[src/rtl/word_assembler_pkg.sv]
// Shared defaults and types for the word assembler: the project-wide word/lane
// widths and timeout, plus the fill-state encoding.
package word_assembler_pkg;

    localparam int WA_DEF_OW      = 32;
    localparam int WA_DEF_USBDW   = 8;
    localparam int WA_DEF_TIMEOUT = 1024;

    typedef enum logic {
        ST_IDLE = 1'b0,
        ST_FILL = 1'b1
    } wa_state_e;

    function automatic int lanes_per_word(input int ow, input int usbdw);
        return ow / usbdw;
    endfunction

endpackage

[src/rtl/word_assembler_if.sv]
// Lane-in / word-out handshake bundle for the word assembler.
// slave is the assembler's view, master the upstream/downstream environment.
interface word_assembler_if
    import word_assembler_pkg::*;
#(
    parameter int OW    = WA_DEF_OW,
    parameter int USBDW = WA_DEF_USBDW
) ();

    logic [USBDW-1:0] data_i;
    logic             valid_i;
    logic             ready_o;
    logic             flush_i;
    logic [OW-1:0]    data_o;
    logic             valid_o;
    logic             ready_i;
    logic             err_o;

    modport slave (
        input  data_i, valid_i, flush_i, ready_i,
        output ready_o, data_o, valid_o, err_o
    );

    modport master (
        output data_i, valid_i, flush_i, ready_i,
        input  ready_o, data_o, valid_o, err_o
    );

endinterface

[src/rtl/word_assembler.sv]
// Packs N = OW/USBDW byte lanes, MSB-first, into one OW-bit word with a held output stage.
// Define WORD_ASSEMBLER_TIMEOUT_EN to discard stale partial words after TIMEOUT idle cycles.
module word_assembler
    import word_assembler_pkg::*;
#(
    parameter int OW      = WA_DEF_OW,
    parameter int USBDW   = WA_DEF_USBDW,
    parameter int TIMEOUT = WA_DEF_TIMEOUT
) (
    input  logic            clk_i,
    input  logic            rst_i,
    word_assembler_if.slave bus
);

    localparam int N  = lanes_per_word(OW, USBDW);
    localparam int CW = (N > 1) ? $clog2(N) : 1;
    localparam logic [CW-1:0] LAST = CW'(N - 1);

    logic [CW-1:0] cnt_r;
    logic [OW-1:0] acc_r;
    logic [OW-1:0] data_r;
    logic          valid_r;
    logic          err_r;
    wa_state_e     st_r;

    logic [OW-1:0] word_s;
    logic          ready_s;
    logic          accept_s;
    logic          last_s;
    logic          consume_s;
    logic          timeout_s;

    // Back-pressure only when the last lane would overwrite a word still being held.
    always_comb begin
        ready_s = !(bus.flush_i || ((cnt_r == LAST) && valid_r && !bus.ready_i));
    end

    assign accept_s  = bus.valid_i && ready_s;
    assign last_s    = accept_s && (cnt_r == LAST);
    assign consume_s = valid_r && bus.ready_i;

    // Accumulator with the incoming lane merged at its MSB-first slot.
    always_comb begin
        word_s = acc_r;
        for (int k = 0; k < N; k++) begin
            word_s[OW-1-k*USBDW -: USBDW] = (cnt_r == CW'(k)) ? bus.data_i
                                                             : acc_r[OW-1-k*USBDW -: USBDW];
        end
    end

`ifdef WORD_ASSEMBLER_TIMEOUT_EN
    localparam int TW = $clog2(TIMEOUT + 1);
    logic [TW-1:0] timer_r;

    assign timeout_s = (st_r == ST_FILL) && !accept_s && !bus.flush_i &&
                       (timer_r == TW'(TIMEOUT - 1));

    // Idle-cycle timer, only running while a partial word is pending.
    always_ff @(posedge clk_i) begin
        if (rst_i) begin
            timer_r <= '0;
        end else if (accept_s || bus.flush_i || timeout_s || (st_r == ST_IDLE)) begin
            timer_r <= '0;
        end else begin
            timer_r <= timer_r + TW'(1);
        end
    end
`else
    logic unused_cfg_s;

    assign timeout_s    = 1'b0;
    assign unused_cfg_s = (st_r == ST_FILL) && (TIMEOUT > 0);
`endif

    // Lane counter / fill state, accumulation and registered output stage.
    always_ff @(posedge clk_i) begin
        if (rst_i) begin
            cnt_r   <= '0;
            acc_r   <= '0;
            data_r  <= '0;
            valid_r <= 1'b0;
            err_r   <= 1'b0;
            st_r    <= ST_IDLE;
        end else begin
            err_r <= timeout_s;

            if (last_s) begin
                data_r  <= word_s;
                valid_r <= 1'b1;
            end else if (consume_s) begin
                valid_r <= 1'b0;
            end else begin
                valid_r <= valid_r;
            end

            if (bus.flush_i || timeout_s || last_s) begin
                cnt_r <= '0;
                acc_r <= '0;
                st_r  <= ST_IDLE;
            end else if (accept_s) begin
                cnt_r <= cnt_r + CW'(1);
                acc_r <= word_s;
                st_r  <= ST_FILL;
            end else begin
                cnt_r <= cnt_r;
                acc_r <= acc_r;
                st_r  <= st_r;
            end
        end
    end

    assign bus.ready_o = ready_s;
    assign bus.data_o  = data_r;
    assign bus.valid_o = valid_r;
    assign bus.err_o   = err_r;

endmodule

[src/flat_wrapper.sv]
// flat-port wrapper written by rule: the top's interface ports become plain ports
module word_assembler_flat import word_assembler_pkg::*;
#(
    parameter int OW      = WA_DEF_OW,
    parameter int USBDW   = WA_DEF_USBDW,
    parameter int TIMEOUT = WA_DEF_TIMEOUT
)
  (clk_i, rst_i, bus_data_i, bus_valid_i, bus_flush_i, bus_ready_i, bus_ready_o, bus_data_o, bus_valid_o, bus_err_o);
  word_assembler_if #(.OW(OW), .USBDW(USBDW)) bus_i ();
  input  logic clk_i;
  input  logic rst_i;
  input wire logic [$bits(bus_i.data_i)-1:0] bus_data_i;
  input wire logic [$bits(bus_i.valid_i)-1:0] bus_valid_i;
  input wire logic [$bits(bus_i.flush_i)-1:0] bus_flush_i;
  input wire logic [$bits(bus_i.ready_i)-1:0] bus_ready_i;
  output wire logic [$bits(bus_i.ready_o)-1:0] bus_ready_o;
  output wire logic [$bits(bus_i.data_o)-1:0] bus_data_o;
  output wire logic [$bits(bus_i.valid_o)-1:0] bus_valid_o;
  output wire logic [$bits(bus_i.err_o)-1:0] bus_err_o;
  assign bus_i.data_i = bus_data_i;
  assign bus_i.valid_i = bus_valid_i;
  assign bus_i.flush_i = bus_flush_i;
  assign bus_i.ready_i = bus_ready_i;
  assign bus_ready_o = bus_i.ready_o;
  assign bus_data_o = bus_i.data_o;
  assign bus_valid_o = bus_i.valid_o;
  assign bus_err_o = bus_i.err_o;
  word_assembler #(.OW(OW), .USBDW(USBDW), .TIMEOUT(TIMEOUT)) u_core (.clk_i(clk_i), .rst_i(rst_i), .bus(bus_i));
endmodule
[config.mk]
export PLATFORM = sky130hd
export DESIGN_NAME = word_assembler_flat
export DESIGN_NICKNAME = d
export VERILOG_FILES = /design/src/rtl/word_assembler_pkg.sv /design/src/rtl/word_assembler_if.sv /design/src/rtl/word_assembler.sv /design/src/flat_wrapper.sv
export SDC_FILE = /design/constraint.sdc
export NUM_CORES = 1
export LEC_CHECK = 0
export CAP_MARGIN = 20
export CORE_AREA = 4 4 61 104
export CTS_CLUSTER_SIZE = 8
export DETAILED_ROUTE_END_ITERATION = 8
export DIE_AREA = 0 0 65 108
export HOLD_SLACK_MARGIN = 0.1
export PLACE_DENSITY = 0.77
export SYNTH_ARGS = -nofsm -noshare
export SYNTH_HDL_FRONTEND = slang
export SYNTH_SLANG_ARGS = --single-unit
[constraint.sdc]
create_clock -name clk_i -period 2.1 [get_ports clk_i]
set_input_delay 0.42 -clock clk_i [delete_from_list [all_inputs] [get_ports clk_i]]
set_output_delay 0.42 -clock clk_i [all_outputs]
set_load 0.005 [all_outputs]
# Yosys cells after proc, flatten, opt, wreduce, memory -nomap -nowiden
# Index checks and enable logic that the tools add are counted.
[word_totals]
reg_bits = 67
in_bits = 13
output_inout_bits = 35
elab_cells = 26
[classes]
n_addsub = 1
eq_ne = 3
mux = 6
n_reduce_logical = 12
[op_table]
columns = ["operator", "n"]
rows = [
  ["two-way mux 8 bit", 4],
  ["logical AND 1 bit", 5],
  ["equality test 2 bit, second input constant", 2],
  ["adder 2 x 1 -> 2 bit, second input constant", 1],
  ["equality test 2 x 1 -> 1 bit, second input constant", 1],
  ["zero test 1 bit", 2],
  ["zero test 2 bit", 1],
  ["logical OR 1 bit", 2],
  ["two-way mux 1 bit", 2],
  ["nonzero test 2 bit", 1],
  ["OR reduction 2 bit", 1],
]

# Longest topological paths before layout
# Gate-level depths: netlist of the first run.
[logic_depth]
depth_word = 9
mapped_depth = 7

# Worst setup path after synthesis of the first run
# Ideal clock, no wire load.
[synth_timing]
kind = "register to output"
from = "register u_core.cnt_r[0]"
to = "output port bus_ready_o"
t_arrival_ns = 1.271
setup_slack_ns = 0.409
path_stages_with_launch = 6
path_buffers = 2
cell_sequence = "dfxtp_1 > ha_1 > and3b_1 > clkbuf_1 > clkbuf_1 > nor2_1"
[synth_via]
elab_chain_len = 5
[synth_rtl]
columns = ["item", "line_no", "text"]
rows = [
  ["start, declared", "word_assembler.sv:19", "logic [CW-1:0] cnt_r;"],
  ["start signal, assigned", "word_assembler.sv:101", "cnt_r <= cnt_r + CW'(1);"],
  ["start signal, assigned", "word_assembler.sv:105", "cnt_r <= cnt_r;"],
  ["equality test 2 bit", "word_assembler.sv:35", "ready_s = !(bus.flush_i || ((cnt_r == LAST) && valid_r && !bus.ready_i));"],
  ["logical AND 1 bit (2 in a row)", "word_assembler.sv:35", ""],
  ["logical OR 1 bit", "word_assembler.sv:35", ""],
  ["zero test 1 bit", "word_assembler.sv:35", ""],
  ["end, declared", "flat_wrapper.sv:16", "output wire logic [$bits(bus_i.ready_o)-1:0] bus_ready_o;"],
]
# No other way between the ends.

# Worst setup path in the final report of the first run
[layout_timing]
from = "register u_core.cnt_r[1]"
to = "output port bus_ready_o"
# The elaborated chain is that of the path after synthesis.

==> summary.txt, run 1 <==
post-detailed-route count of antenna-violating nets: 0
clock tree from TritonCTS: built
Area Growth Syn to Fin: 27.8%
met3 WL: 271 µm
syn nets: 330
drt pass-1 iters: 4
power density normalized to cell area: 690 nW/µm²
Post-Syn Instances: 313
largest stage delay on the critical path: 0.37 ns
total of buffers placed on input and output ports: 46
root buffer cell: clkbuf_8
cells along the critical path: ha_2, and3b_1, nor2_1, dlymetal6s2s_1
Worst Skew: 0.00751 ns
first-pass GRT wire length: 11200 µm
share of post-route cells with drive strength above 1: 0.171
library cell with the highest instance count after synthesis: dfxtp_1
total routed wirelength: 6630 µm
main area contributors after synthesis: dfxtp_1 (42%), mux2_2 (9.7%), a211oi_1 (6.5%)
count of max-cap constraint violations: 0
Worst-path clk slew: 0.06 ns
startpoint kind of the worst setup timing path: register
standard cell core area: 5540 µm²
status: finished, final reports clean
Hold-fix buffers, CTS: 0
number of antenna violations at the first check in global routing: 0
overall via count from detail_route: 2398
most frequently used flop master after synthesis: dfxtp_1
post-synthesis cell type count: 27
postcts setup bufs: 0
highest metal used: met4
Tmin final: 1.74 ns
Warnings, synthesis: 0
number of buffers inserted during clock tree synthesis: 9
detailed router's first-iteration violation count: 117
final hold violations: 0
CP required: 1.68 ns
H-tree depth reported by CTS: 3
Clk Latency, worst-skew pair: 0.34 ns
DRC violations left: 0
number of buffers and inverters on the critical path: 1
total routing usage reported by global routing: 0.205
f_max: 575 MHz
Top delay family on crit path: flip-flops
Worst Path Arrival: 1.32 ns
kind of end point of the critical path: primary output
via density per instance: 5.46
number of synthesized register bits: 59
number of synthesized flops with an enable pin: 0
Clock Sinks: 59
final worst-path cycle share: 0.828
fraction of synthesized cell area taken by the top area cell type: 0.424
horizontal die dimension: 65 µm
overall die height: 108 µm
Diodes inserted: 0
Critical-path top delay cell: dfxtp_1
setup total negative slack: 0 ns
num ports: 48
Met1 Wirelength: 2830 µm
unrepaired setup endpoints after global routing: false
final RePlAce weighted congestion: 0.871
cell types with the highest counts after synthesis: dfxtp_1 (59), a21oi_1 (27), inv_1 (26), o21ai_0 (26)
proportion of register bits with asynchronous set or reset after synthesis: 0
Initial Util: 0.503
met2 wirelength from detailed routing: 3380 µm
top fanout value on the critical path: 4
final setup violation count: 0
maximum number of pins on one net before global-route repair: 29
vias in the first global route: 2434
final core utilization: 0.643
post-detailed-placement cell area: 3330 µm²
std cell rows: 36
path class of the lowest-slack min-delay path: register to register
post-detailed-route wirelength per cell: 15.1 µm
nets@finish: 375
Peak VDD IR: 544 µV
final standard cell area without fillers: 3560 µm²
proportion of synthesized chip area in sequential cells: 0.424
Syn Area/Cell: 8.91 µm²
total chip power: 2.46 mW
HPWL reported at the end of detailed placement: 4560 µm
maximum count of clock buffers along a single path: 2
minimum setup slack in the final design: 0.360 ns
leakage power: 1.18 nW
Slew Viols, Final: 0
grt ovf: 0
critical path start-end classification: register to primary output
cell type contributing the most total cell area after synthesis: dfxtp_1
mapped cell area: 2790 µm²
die footprint: 7020 µm²
minimum setup slack after placement: 0.0260 ns
## cells in the final DEF, fill, tap and decap left out, drive strengths merged
| master | n |
|---|---|
| a211oi | 24 |
| nand2 | 1 |
| nor4 | 24 |
| nand3b | 4 |
| a21oi | 27 |
| dlymetal6s2s | 1 |
| mux2i | 8 |
| and3b | 4 |
| or3 | 2 |
| conb | 1 |
| nand2b | 18 |
| nor3 | 1 |
| clkinvlp | 1 |
| dfxtp | 59 |
| inv | 27 |
| o21ai | 27 |
| clkinv | 1 |
| bufinv | 2 |
| clkbuf | 12 |
| nor2b | 1 |
| mux2 | 24 |
| buf | 18 |
| clkdlybuf4s50 | 45 |
| nand3 | 24 |
| ha | 4 |
| nor2 | 2 |
| or3b | 1 |
## through the flow
stage | std cells | hold slack [ns]
6_report | 439 | 0.453
5_1_grt | 439 | 0.479
4_1_cts | 439 | 0.460
3_5_place_dp | 423 | 0.447
3_3_place_gp | 423 | 0.448
2_1_floorplan | 313 | 0.450
## kinds of logic (layout without fill, tap and decap cells)
family                     Yosys count  in the layout  synth area share
AOI/OAI and AO/OA                   78             78             0.162
adders and majority gates            4              4            0.0179
buffers and inverters               57            107            0.0897
DFF                                 59             59             0.424
muxes                               32             32             0.126
other                                1              1           0.00134
and+or+nand+nor                     82             82             0.180
## report_power, final
part / leakage (nW) / switching (mW) / total (mW) / internal, mW
combinational: 0.594 / 0.0799 / 0.145 / 0.0648
clock: 0.113 / 0.457 / 1.19 / 0.731
sequential: 0.476 / 0.00274 / 1.13 / 1.12
## what timing repair did
action	in CTS	in global routing
cloned	0	0
endpoints found under the setup margin	1	1
resized for setup	2	1
pin swaps	1	0
## area by class of cell
type                    instances  area, µm²
repair buffers                 64        598
well taps                      76       95.1
multi-input cells             197       1360
clock inverters                 4       72.6
inverters                      27        101
clock buffers                  12        155
flip-flops and latches         59       1180
fillers                       488       1980
## per-layer routing
metal | up-vias | GRT usage
li1 | 1204 | -
met1 | 1114 | 0.237
met2 | 67 | 0.346
met3 | 13 | 0.0520
met4 | 0 | 0.0998
met5 | - | 0
## worst register-to-register path, cell delays in order (launching register included)
cell and delay, ns:
dfxtp_2 0.35, inv_1 0.08, ha_1 0.43, mux2_2 0.39, nor4_1 0.25, a211oi_1 0.08
## registers in the layout, summed over array words and instances (netlist names)
signal              flops
u_core.acc_r           24
u_core.bus.data_o      32
u_core.bus.valid_o      1
u_core.cnt_r            2
## final timing paths
path	from	to	slack, ns	depth (start not counted)
setup / recovery	u_core.cnt_r[1]	bus_ready_o	0.36	4
setup reg to reg	u_core.cnt_r[0]	u_core.bus.data_o[13]	0.39	5
hold / removal	u_core.bus.data_o[15]	u_core.bus.data_o[15]	0.45	2
hold reg to reg	u_core.bus.data_o[15]	u_core.bus.data_o[15]	0.45	2
No activity file was read; power rests on OpenSTA's default activity.
==> inputs of run 2 (changes only) <==
Settings changed: CORE_AREA 4 4 61 104 to 4 4 64 109, DIE_AREA 0 0 65 108 to 0 0 68 113, PLACE_DENSITY 0.77 to 0.73.
Clock period 2.1 ns to 1.48 ns, I/O delays scaled along.
==> run 2 against run 1 <==
The flow now finishes with violations (setup timing). Critical path type unchanged. Register-to-register slack worse by 0.50 ns. Count of clock-buffer cells in the layout is the same. Worst hold slack better by 0.012 ns. Clock power increased by 26%. Final cell count rose by 5.9%. Combinational power grew 88%. Largest cell class unchanged.
==> summary.txt, run 2 (synthesis results as in run 1) <==
Hold-fix buffers, CTS: 0 (unchanged)
via density per instance: 5.57 (+2.0%)
die footprint: 7680 µm² (+9.5%)
footprint of the multi-input gates: 1800 µm² (+32%)
Min-Delay Endpoint: u_core.bus.data_o[16]
Initial Util: 0.451 (-0.0522)
leakage power: 1.63 nW (+38%)
overall via count from detail_route: 2590 (+8.0%)
count of max-cap constraint violations: 0 (unchanged)
CP required: 1.18 ns (-0.50 ns)
switching share of power: 0.227 (+0.00807)
detailed router's first-iteration violation count: 95 (-19%)
standard cell core area: 6180 µm² (+12%)
Slew Viols, Final: 0 (unchanged)
cell depth of the worst min-delay path: 2 (unchanged)
Clock Sinks: 59 (unchanged)
top fanout value on the critical path: 4 (unchanged)
maximum number of pins on one net before global-route repair: 29 (unchanged)
minimum setup slack after placement: -0.440 ns (-0.466 ns)
Worst Path Arrival: 1.31 ns (about the same)
root buffer cell: clkbuf_8
capture instance of the worst register-to-register path: u_core.cnt_r[1]
FILL cells: 457 (-6.4%)
H-tree depth reported by CTS: 3 (unchanged)
setup total negative slack: -1.54 ns (-1.54 ns)
Psw: 0.767 mW (+42%)
Peak VDD IR: 718 µV (+32%)
first-pass GRT wire length: 12800 µm (+14%)
combinational cell fraction of total power: 0.081 (+0.022)
nets@finish: 399 (+6.4%)
part of the total power dissipated in sequential elements: 0.473 (+0.015)
share of post-route cells with drive strength above 1: 0.395 (+0.224)
final worst-path cycle share: 1.08
post-detailed-route wirelength per cell: 17.1 µm (+13%)
post-detailed-route count of antenna-violating nets: 0 (unchanged)
final RePlAce weighted congestion: 0.840 (-3.6%)
Internal Dissipation: 2.61 mW (+36%)
maximum count of clock buffers along a single path: 2 (unchanged)
min-delay src: u_core.bus.data_o[16]
status: complete, but fails checks
total routed wirelength: 7930 µm (+20%)
power density normalized to cell area: 788 nW/µm² (+14%)
start of the worst register-to-register path: u_core.cnt_r[0]
overall die height: 113 µm (+4.6%)
number of antenna violations at the first check in global routing: 0 (unchanged)
final hold violations: 0 (unchanged)
violated checks: setup timing
unrepaired setup endpoints after global routing: true
clock tree from TritonCTS: built
R2R setup slack: -0.11 ns (-0.50 ns)
kind of end point of the critical path: primary output
num ports: 48 (unchanged)
Area Growth Syn to Fin: 53.6%
final setup violation count: 29 (+29)
DRC violations left: 0 (unchanged)
std cell rows: 38 (+5.6%)
total of buffers placed on input and output ports: 46 (unchanged)
vias in the first global route: 2650 (+8.9%)
total routing usage reported by global routing: 0.222 (+0.0172)
drt pass-1 iters: 4 (unchanged)
horizontal die dimension: 68 µm (+4.6%)
Largest register FFs: 32 (unchanged)
post-detailed-placement cell area: 3550 µm² (+6.5%)
grt ovf: 0 (unchanged)
path class of the lowest-slack min-delay path: register to register
area of all sequential standard cells: 1190 µm² (+1.1%)
f_max: 623 MHz
Tmin final: 1.61 ns
highest-count cells in the layout ignoring fill and taps: dfxtp_1 (52), dlygate4sd2_1 (29), buf_4 (29), inv_1 (26), a21oi_1 (25)
number of buffers inserted during clock tree synthesis: 9 (unchanged)
length in cells of the worst reg-to-reg path: 5 (unchanged)
Clk Latency, worst-skew pair: 0.35 ns (about the same)
Clk network pwr share: 0.446 (-0.037)
final standard cell area without fillers: 4280 µm² (+20%)
HPWL reported at the end of detailed placement: 4920 µm (+7.9%)
Worst Skew: 0.00500 ns (-0.00251 ns)
critical path start-end classification: register to primary output
startpoint kind of the worst setup timing path: register
Diodes inserted: 0 (unchanged)
most common library cell in the layout ignoring fill and taps: dfxtp_1
minimum setup slack in the final design: -0.125 ns (-0.486 ns)
Worst-path clk slew: 0.06 ns (about the same)
-- run 2: cell types whose count changed in the layout (fill, tap and decap cells not counted), sizes merged --
| cell | before | now |
|---|---|---|
| clkdlybuf4s50 | 45 | 11 |
| dlygate4sd2 | 0 | 29 |
| buf | 18 | 42 |
| dlymetal6s2s | 1 | 5 |
| bufinv | 2 | 1 |
| clkbuf | 12 | 13 |
| clkinvlp | 1 | 0 |
-- run 2: per-layer routing --
layer / vias up / wire length (µm) / global-route usage
met1: 1256 / 3060 / 0.245
li1: 1249 / - / -
met5: - / 0 / 0
met4: 0 / 210 / 0.114
met2: 67 / 4350 / 0.387
met3: 18 / 318 / 0.0427
-- run 2: worst max-delay path by stage --
stage                     cells past startpoint                     to  slack (ns)                from
after floorplan                               6  u_core.bus.data_o[13]       0.003  u_core.bus.valid_o
after global placement                        4            bus_ready_o       -0.44         bus_ready_i
after detailed placement                      4            bus_ready_o       -0.44         bus_ready_i
after CTS                                     4            bus_ready_o       -0.13     u_core.cnt_r[0]
after global routing                          5        u_core.cnt_r[1]       -0.17     u_core.cnt_r[0]
final                                         4            bus_ready_o       -0.13     u_core.cnt_r[0]
-- run 2: cell type report --
cell class                      count  share of cell area
Clock buffer                       12              0.0386
Clock inverter                      2             0.00818
Inverter                           27              0.0242
Multi-Input combinational cell    197               0.420
Sequential cell                    59               0.279
Tap cell                           80              0.0234
Timing Repair Buffer               88               0.207
-- run 2: timing repair --
item,CTS,global route
resized for setup,103,44
buffers inserted,3,1
cloned,2,1
endpoints found under the setup margin,64,65
pin swaps,10,10
-- run 2: power groups by stage --
stage,combinational [mW],sequential [mW],clock [mW]
finish,0.273,1.60,1.50
CTS,0.257,1.60,1.52
global placement,0.229,1.63,0
detailed placement,0.232,1.63,0
floorplan,0.107,1.63,0
global route,0.289,1.60,1.59
-- run 2: worst max-delay path: stages, from the launching register on --
cell     delay [ns]
dfxtp_4        0.36
ha_4           0.16
and3b_2        0.21
nor2_2         0.10
buf_2          0.13
-- run 2: through the flow --
step	instances	hold slack [ns]	total power [mW]	utilization
after CTS	463	0.462	3.37	0.666
final	465	0.464	3.37	0.693
after global routing	465	0.477	3.48	0.693
after floorplan	313	0.444	1.74	-
after detailed placement	445	0.445	1.87	0.574
after global placement	445	0.446	1.86	0.574
==> inputs of run 3 (changes only) <==
Clock period 1.48 ns to 1.4 ns, I/O delays scaled along.
==> run 3 against run 2 <==
The flow still finishes with violations (setup timing). Design area fell by 1.4%. Die area unchanged. Global-route usage up 0.13 points. Setup slack worse by 0.040 ns. Sequential power is 6% higher. Sequential cell count unchanged. Via count grew 2.6%. Non-clock buffer count fell by 3. Combinational power is 5% higher. Count of clock-buffer cells in the layout rose by 1. Register-to-register slack got worse by 0.03 ns. Critical endpoint unchanged. Largest power group unchanged.
==> summary.txt, run 3 (synthesis results as in run 1) <==
status: complete, but fails checks
violated checks: setup timing
final standard cell area without fillers: 4220 µm² (-1.4%)
R2R setup slack: -0.14 ns (-0.03 ns)
overall via count from detail_route: 2657 (+2.6%)
share of post-route cells with drive strength above 1: 0.376 (-0.0188)
largest stage delay on the critical path: 0.36 ns (about the same)
Worst Path Arrival: 1.29 ns (-0.02 ns)
critical path start-end classification: register to primary output
minimum setup slack in the final design: -0.165 ns (-0.0397 ns)
leakage power: 1.53 nW (-5.8%)
power density normalized to cell area: 799 nW/µm² (+1.5%)
overall die height: 113 µm (unchanged)
path class of the lowest-slack min-delay path: register to register
combinational cell fraction of total power: 0.085 (+0.004)
std cell rows: 38 (unchanged)
part of the total power dissipated in sequential elements: 0.500 (+0.027)
vias in the first global route: 2672 (+0.83%)
nets@finish: 396 (-0.75%)
Clk network pwr share: 0.415 (-0.031)
Tmin final: 1.57 ns
drt pass-1 iters: 5 (+1)
final setup violation count: 60 (+110%)
final RePlAce weighted congestion: 0.806 (-4.0%)
f_max: 639 MHz
maximum count of clock buffers along a single path: 2 (unchanged)
clock tree from TritonCTS: built
unrepaired setup endpoints after global routing: true
post-detailed-placement cell area: 3520 µm² (-0.88%)
total routing usage reported by global routing: 0.223 (+0.00132)
cells along the critical path: ha_4, and3b_1, nor2_2, buf_2
count of max-cap constraint violations: 0 (unchanged)
CP required: 1.12 ns (-0.06 ns)
final worst-path cycle share: 1.12
maximum number of pins on one net before global-route repair: 29 (unchanged)
switching share of power: 0.236 (+0.00891)
HPWL reported at the end of detailed placement: 4890 µm (-0.53%)
grt ovf: 0 (unchanged)
Initial Util: 0.451 (unchanged)
worst hold slack after final layout: 0.468 ns (+0.00398 ns)
Psw: 0.798 mW (+4.0%)
Worst-path clk slew: 0.06 ns (about the same)
Diodes inserted: 0 (unchanged)
standard cell core area: 6180 µm² (unchanged)
Internal Dissipation: 2.58 mW (-1.1%)
post-detailed-route wirelength per cell: 18.0 µm (+5.3%)
Slew Viols, Final: 0 (unchanged)
detailed router's first-iteration violation count: 168 (+77%)
minimum setup slack after placement: -0.492 ns (-0.0513 ns)
Clock Sinks: 59 (unchanged)
Largest register FFs: 32 (unchanged)
number of buffers inserted during clock tree synthesis: 9 (unchanged)
highest-count cells in the layout ignoring fill and taps: dfxtp_1 (55), dlygate4sd2_1 (34), a21oi_1 (26), inv_1 (25)
num ports: 48 (unchanged)
die footprint: 7680 µm² (unchanged)
Critical-path top delay cell: dfxtp_4
Peak VDD IR: 560 µV (-22%)
root buffer cell: clkbuf_8
Area Growth Syn to Fin: 51.4%
H-tree depth reported by CTS: 3 (unchanged)
total of buffers placed on input and output ports: 46 (unchanged)
Clk Latency, worst-skew pair: 0.34 ns (about the same)
horizontal die dimension: 68 µm (unchanged)
top fanout value on the critical path: 3 (-1)
kind of end point of the critical path: primary output
number of antenna violations at the first check in global routing: 0 (unchanged)
total routed wirelength: 8320 µm (+4.8%)
Worst Skew: 0.00428 ns (-0.000723 ns)
post-detailed-route count of antenna-violating nets: 0 (unchanged)
DRC violations left: 0 (unchanged)
most common library cell in the layout ignoring fill and taps: dfxtp_1
startpoint kind of the worst setup timing path: register
final hold violations: 0 (unchanged)
via density per instance: 5.74 (+3.0%)
first-pass GRT wire length: 13000 µm (+1.8%)
[run 3: changes by cell type in the layout (fill, tap and decap cells not counted), sizes merged]
cell          change
buf               -4
dlymetal6s2s      -5
bufinv            -1
dlygate4sd2       +5
bufbuf            +2
clkinv            +1
[run 3: critical path: cells and delay by family (launching register included)]
| kind | cells | cell delay, ns |
|---|---|---|
| flip-flops | 1 | 0.36 |
| AND/OR/NAND/NOR | 2 | 0.30 |
| adder cells (fa/ha/maj) | 1 | 0.16 |
| buffers and inverters | 1 | 0.13 |
[run 3: path summary, 6_finish.rpt]
kind / startpoint / endpoint / cells after the start
setup / recovery: u_core.cnt_r[1] / bus_ready_o / 4
hold reg to reg: u_core.bus.data_o[18] / u_core.bus.data_o[18] / 2
hold / removal: u_core.bus.data_o[18] / u_core.bus.data_o[18] / 2
setup reg to reg: u_core.cnt_r[1] / u_core.cnt_r[1] / 5
[run 3: layer usage]
layer	global-route usage	wire length, µm	share of wire
met4	0.149	363	0.044
met5	0	0	0
met1	0.238	3140	0.38
met2	0.376	4370	0.52
met3	0.0506	452	0.054
[run 3: stage by stage]
stage | setup TNS [ns] | instances | power, mW | util
5_1_grt | -7.25 | 463 | 3.48 | 0.683
6_report | -4.34 | 463 | 3.37 | 0.683
2_1_floorplan | -1.29 | 313 | 1.84 | -
3_3_place_gp | -19.80 | 441 | 1.97 | 0.569
3_5_place_dp | -22.43 | 441 | 1.97 | 0.569
4_1_cts | -3.89 | 462 | 3.37 | 0.661
[run 3: power groups by stage]
stage	sequential, mW	combinational (mW)	clock [mW]
CTS	1.69	0.266	1.42
global route	1.69	0.302	1.49
finish	1.69	0.288	1.40
floorplan	1.73	0.114	0
detailed placement	1.73	0.244	0
global placement	1.73	0.240	0
[run 3: final cells by class]
class                   instances  area [µm²]
fillers                       483        1960
multi-input cells             197        1790
flip-flops and latches         59        1190
repair buffers                 85         856
clock buffers                  13         169
inverters                      27         104
well taps                      80         100
clock inverters                 2        10.0
[run 3: what timing repair did]
| action | in CTS | in global routing |
|---|---|---|
| cloned | 4 | 0 |
| resized for setup | 119 | 26 |
| setup endpoints to repair | 93 | 60 |
| buffers inserted | 3 | 1 |
| pin swaps | 10 | 27 |
| hold buffers | 0 | 0 |
